**src/rtl/bicubic_coord_gen.sv**
```systemverilog
// Destination-raster scanner for the bicubic resize engine: walks destination pixels
// row-major and presents (a*b)/c operand sets for the X and Y coordinate mappers.
module bicubic_coord_gen #(
    parameter int A_W = 7,
    parameter int B_W = 5,
    parameter int C_W = 6
) (
    input  logic           clk_i,
    input  logic           rst_i,
    input  logic           start_i,
    input  logic [B_W:0]   src_w_i,
    input  logic [B_W:0]   src_h_i,
    input  logic [A_W-1:0] dst_w_i,
    input  logic [A_W-1:0] dst_h_i,
    output logic           busy_o,
    output logic           done_o,
    output logic           cfg_err_o,
    output logic           out_valid_o,
    input  logic           out_ready_i,
    output logic [A_W-1:0] x_a_o,
    output logic [B_W-1:0] x_b_o,
    output logic [C_W-1:0] x_c_o,
    output logic [A_W-1:0] y_a_o,
    output logic [B_W-1:0] y_b_o,
    output logic [C_W-1:0] y_c_o,
    output logic           row_last_o,
    output logic           frame_last_o
);

    localparam logic [1:0] ST_IDLE = 2'd0;
    localparam logic [1:0] ST_RUN  = 2'd1;
    localparam logic [1:0] ST_DONE = 2'd2;

    localparam logic [B_W:0]   SRC_MAX = (B_W+1)'(2**B_W);
    localparam logic [A_W-1:0] DST_MAX = A_W'(2**(A_W-1));

    logic [1:0]     state_q, state_d;
    logic [C_W-1:0] xCnt_q, xCnt_d;
    logic [C_W-1:0] yCnt_q, yCnt_d;
    logic [C_W-1:0] xSpan_q, xSpan_d;
    logic [C_W-1:0] ySpan_q, ySpan_d;
    logic [B_W-1:0] xB_q, xB_d;
    logic [B_W-1:0] yB_q, yB_d;
    logic [C_W-1:0] xC_q, xC_d;
    logic [C_W-1:0] yC_q, yC_d;
    logic           cfgErr_q, cfgErr_d;

    logic           cfgLegal;
    logic [C_W-1:0] dstWm1;
    logic [C_W-1:0] dstHm1;
    logic [B_W-1:0] srcWm1;
    logic [B_W-1:0] srcHm1;
    logic           transfer;
    logic           rowEnd;
    logic           frameEnd;

    assign cfgLegal = (src_w_i != '0) && (src_w_i <= SRC_MAX) &&
                      (src_h_i != '0) && (src_h_i <= SRC_MAX) &&
                      (dst_w_i != '0) && (dst_w_i <= DST_MAX) &&
                      (dst_h_i != '0) && (dst_h_i <= DST_MAX);

    // Truncating before the decrement maps the maximum size (2**N) to all-ones correctly.
    assign dstWm1 = C_W'(dst_w_i) - C_W'(1);
    assign dstHm1 = C_W'(dst_h_i) - C_W'(1);
    assign srcWm1 = B_W'(src_w_i) - B_W'(1);
    assign srcHm1 = B_W'(src_h_i) - B_W'(1);

    assign transfer = (state_q == ST_RUN) && out_ready_i;
    assign rowEnd   = (xCnt_q == xSpan_q);
    assign frameEnd = rowEnd && (yCnt_q == ySpan_q);

    always_comb begin
        state_d  = state_q;
        xCnt_d   = xCnt_q;
        yCnt_d   = yCnt_q;
        xSpan_d  = xSpan_q;
        ySpan_d  = ySpan_q;
        xB_d     = xB_q;
        yB_d     = yB_q;
        xC_d     = xC_q;
        yC_d     = yC_q;
        cfgErr_d = 1'b0;
        case (state_q)
            ST_IDLE: begin
                if (start_i) begin
                    if (cfgLegal) begin
                        state_d = ST_RUN;
                        xCnt_d  = '0;
                        yCnt_d  = '0;
                        xSpan_d = dstWm1;
                        ySpan_d = dstHm1;
                        xB_d    = srcWm1;
                        yB_d    = srcHm1;
                        // A unit-size axis divides by 1 instead of 0; its index stays 0.
                        xC_d    = (dstWm1 == '0) ? C_W'(1) : dstWm1;
                        yC_d    = (dstHm1 == '0) ? C_W'(1) : dstHm1;
                    end else begin
                        cfgErr_d = 1'b1;
                    end
                end
            end
            ST_RUN: begin
                if (transfer) begin
                    if (frameEnd) begin
                        state_d = ST_DONE;
                    end
                    if (rowEnd) begin
                        xCnt_d = '0;
                        yCnt_d = yCnt_q + C_W'(1);
                    end else begin
                        xCnt_d = xCnt_q + C_W'(1);
                    end
                end
            end
            ST_DONE: begin
                state_d = ST_IDLE;
            end
            default: begin
                state_d = ST_IDLE;
            end
        endcase
    end

    always_ff @(posedge clk_i) begin
        if (rst_i) begin
            state_q  <= ST_IDLE;
            xCnt_q   <= '0;
            yCnt_q   <= '0;
            xSpan_q  <= '0;
            ySpan_q  <= '0;
            xB_q     <= '0;
            yB_q     <= '0;
            xC_q     <= '0;
            yC_q     <= '0;
            cfgErr_q <= 1'b0;
        end else begin
            state_q  <= state_d;
            xCnt_q   <= xCnt_d;
            yCnt_q   <= yCnt_d;
            xSpan_q  <= xSpan_d;
            ySpan_q  <= ySpan_d;
            xB_q     <= xB_d;
            yB_q     <= yB_d;
            xC_q     <= xC_d;
            yC_q     <= yC_d;
            cfgErr_q <= cfgErr_d;
        end
    end

    assign busy_o       = (state_q == ST_RUN);
    assign out_valid_o  = (state_q == ST_RUN);
    assign done_o       = (state_q == ST_DONE);
    assign cfg_err_o    = cfgErr_q;
    assign row_last_o   = out_valid_o && rowEnd;
    assign frame_last_o = out_valid_o && frameEnd;

    assign x_a_o = A_W'(xCnt_q);
    assign x_b_o = xB_q;
    assign x_c_o = xC_q;
    assign y_a_o = A_W'(yCnt_q);
    assign y_b_o = yB_q;
    assign y_c_o = yC_q;

endmodule
```
**config.mk**
```make
export PLATFORM = sky130hd
export DESIGN_NAME = bicubic_coord_gen
export DESIGN_NICKNAME = d
export VERILOG_FILES = /design/src/rtl/bicubic_coord_gen.sv
export SDC_FILE = /design/constraint.sdc
export NUM_CORES = 1
export LEC_CHECK = 0
export ABC_CLOCK_PERIOD_IN_PS = 4100
export CORE_MARGIN = 2
export CORE_UTILIZATION = 51
export DETAILED_ROUTE_END_ITERATION = 6
export MAX_ROUTING_LAYER = met4
export PLACE_DENSITY = 0.85
export RECOVER_POWER = 100
export SYNTH_ARGS = -nofsm -noshare
export SYNTH_HDL_FRONTEND = slang
export SYNTH_SLANG_ARGS = --single-unit
```
**constraint.sdc**
```tcl
create_clock -name clk_i -period 4.1 [get_ports clk_i]
set_clock_uncertainty 0.2 [all_clocks]
set_input_delay 0.41 -clock clk_i [delete_from_list [all_inputs] [get_ports clk_i]]
set_output_delay 0.41 -clock clk_i [all_outputs]
set_load 0.01 [all_outputs]
```
==> results.json <==
{
  "row_count": 25,
  "grt_use_total_pct": 23.43,
  "synth_largest_area_cell": "dfxtp_1",
  "hold_ws_ns": 0.2660,
  "start_util_pct": 52.85,
  "htreeDepth": 2,
  "drive_above_1_share_pct": 4.830,
  "cts_buffers": 5,
  "first_pass_iters": 4,
  "p_leak_nw": 1.350,
  "port_buffers": 69,
  "routedWlPerCell_um": 14.45,
  "synth_edf_count": 0,
  "placed_area_sq_mm": 0.003194,
  "hold_depth": 1,
  "multi_input_area_sq_mm": 0.001354,
  "p_sw_mw": 0.2339,
  "setup_tns_ns": 0,
  "share_comb_of_total_power_pct": 13.9,
  "fp.dieH_um": 73.73,
  "drt_iter0_markers": 96,
  "viasPerCell": 5.571,
  "final_area_sq_mm": 0.003266,
  "run_status": "completed",
  "fin_crit_sh_pct": 85.70,
  "finalSetupViolCount": 0,
  "worst_setup_path_start_kind": "input pin",
  "crit_arrival_ns": 3.51,
  "tightest_slew_ns": 0.9523,
  "ys_warn_count": 0,
  "r2r_end": "xCnt_q[4]",
  "fin_util_pct": 69.60,
  "grt_max_degree": 26,
  "cts_resized": 0,
  "die_area_sq_mm": 0.005436,
  "max-slew-margin-rel_pct": 35.93,
  "finalCriticalPeriod_ns": 3.514,
  "core_area_sq_mm": 0.004692,
  "num_vias": 2262,
  "syn_area_per_cell_sq_um": 8.732,
  "holdBufCountCts": 0,
  "async_reset_ff_share_pct": 0,
  "path_max_fanout": 15,
  "min_from": "x_c_o[3]",
  "antenna_found_initial": 0,
  "timing.final.ws_setup_ns": 0.5861,
  "ys_types": 47,
  "cts-root-buf": "clkbuf_8",
  "rsz0062_at_grt": "false",
  "areaGrowthSynthToFinish_pct": 31.69,
  "drc": 0,
  "switching_share_pct": 26.00,
  "seq_area_sq_um": 980.9,
  "reg2reg_slack_ns": 1.61,
  "ys_top_cells_by_area": "dfxtp_1, xnor2_1, ha_1, nor2_1, a211oi_1",
  "reg2reg_from": "state_q[0]",
  "setup.worst_path.class": "input pin to flop",
  "required_ns": 4.10,
  "syn_inst": 284,
  "finalHoldViolCount": 0,
  "dp_hpwl_um": 4485,
  "grt_overflow": 0,
  "diodes": 0,
  "total_power_mw": 0.8996,
  "hold_class": "flop to flop",
  "slew_viol_final": 0,
  "whs_endpoint": "x_c_o[3]",
  "slowest_delay_ns": 0.82,
  "yosysSeqAreaShare_pct": 39.56,
  "cpMaxStageDelayCell": "nor4_1",
  "grt_first_pass_wirelength_um": 9798,
  "grt_pass1_vias": 2183,
  "cts_sinks": 49,
  "ioPinCount": 72,
  "nFillCells": 374,
  "dp_cells": 398,
  "drt.antenna.violating_nets": 0,
  "cts_tree": "yes",
  "reg2regPathDepth": 5,
  "p_int_mw": 0.6657,
  "place_ws_ns": 0.8179,
  "postCtsSetupBuffers": 0,
  "endpoint_kind": "flop",
  "finalNetCount": 393,
  "path_clk_slew_ns": 0.09,
  "ys.flop_type": "dfxtp_1",
  "crit_chain": "dlygate4sd3_1, inv_1, ha_1, a31o_1, a211o_1, nor4_1, buf_4, and4b_1, a311o_1",
  "cap_violations": 0,
  "fmax_mhz": 284.6,
  "drt_wl_total_um": 5866,
  "finalNonFillerCells": 406,
  "peakVddDrop_mv": 0.1781,
  "clk_path_buf_depth": 2,
  "place_congestion": 0.8571,
  "synth_top_area_share_pct": 39.56,
  "die_w_um": 73.73,
  "powerDensity_mw_per_mm2": 275.5,
  "clock_latency_ns": 0.30,
  "clkPwrFrac_pct": 31.6,
  "synth-seq-cells": 49,
  "syn_area_sq_mm": 0.002480,
  "pwr-share-seq_pct": 54.5
}
[registers in the layout, indices dropped and copies added (netlist names)]
name and count:
cfg_err_o 1, state_q 2, xCnt_q 6, xSpan_q 6
x_b_o 5, x_c_o 6, yCnt_q 6, ySpan_q 6
y_b_o 5, y_c_o 6
[placed cells by master (no fill, tap or decap), types with 12 or more instances in the layout]
master           count
a211oi_1            15
a21oi_1             12
clkdlybuf4s50_1     28
dfxtp_1             49
dlygate4sd3_1       41
ha_1                12
inv_1               13
nand2_1             21
nor2_1              34
o21a_1              13
xnor2_1             18
[power by group through the flow]
| stage | Combinational (mW) | Clock (mW) | Sequential, mW |
|---|---|---|---|
| final | 0.125 | 0.284 | 0.490 |
| after global routing | 0.138 | 0.306 | 0.492 |
| after CTS | 0.129 | 0.290 | 0.491 |
| after detailed placement | 0.128 | 0 | 0.502 |
| after global placement | 0.125 | 0 | 0.501 |
| after floorplan | 0.0635 | 0 | 0.503 |
[cell type report]
class                           instances  share of cell area [%]
Clock buffer                            5                   2.107
Clock inverter                          3                  0.5364
Inverter                               13                   1.494
Multi-Input combinational cell        208                   41.46
Sequential cell                        49                   30.04
Tap cell                               54                   2.069
Timing Repair Buffer                   74                   22.30
[kinds of logic after synthesis]
kind of cell    share of synthesized area [%]
xor+xnor                                9.889
buf+inv                                 5.751
simple gates                            20.94
compound gates                          17.26
other cells                            0.1512
mux                                    0.4036
fa+ha+maj                               6.054
flops                                   39.56
[Yosys cell counts (2+ instances only)]
cell type  number
xor2_1         10
dfxtp_1        49
o21a_1         13
nor2_1         34
nand2_1        21
a21o_1          2
nor4b_1         3
nand3b_1        2
nor4_1          4
o21ai_0         3
nand4_1         4
nor2b_1         2
or3_1           2
a211oi_1       15
buf_2           3
xnor2_1        18
nor3_1         11
nand3_1         8
a311oi_1        4
inv_1          13
clkbuf_1        4
nand2b_1        5
a21oi_1        12
ha_1           12
or2_2           2
buf_4           7
[how the worst max path moves through the flow]
stage          startpoint      endpoint  slack [ns]  cells after the start
3_3_place_gp   dst_h_i[0]     xCnt_q[4]        0.92                      9
4_1_cts         xCnt_q[4]  frame_last_o        1.09                      5
2_1_floorplan  dst_h_i[0]     xCnt_q[4]        1.81                      8
5_1_grt        dst_h_i[0]     xCnt_q[4]        0.51                      9
6_report       dst_h_i[0]     xCnt_q[4]        0.59                      9
3_5_place_dp   dst_h_i[0]     xCnt_q[4]        0.82                      9
[routing by layer]
metal / GRT usage (%) / vias up / part of all wire (%)
met2: 38.49 / 77 / 48
li1: - / 1124 / -
met5: - / - / 0
met3: 5.761 / 12 / 6.5
met4: 6.667 / 0 / 1.4
met1: 28.50 / 1049 / 44
[worst max-delay path: cells and delay by family]
kind | cells | cell delay (ns)
AOI/OAI and AO/OA | 3 | 0.73
adders and majority gates | 1 | 0.23
and+or+nand+nor | 2 | 1.04
buffers and inverters | 3 | 1.10
No activity file was read; power rests on OpenSTA's default activity.
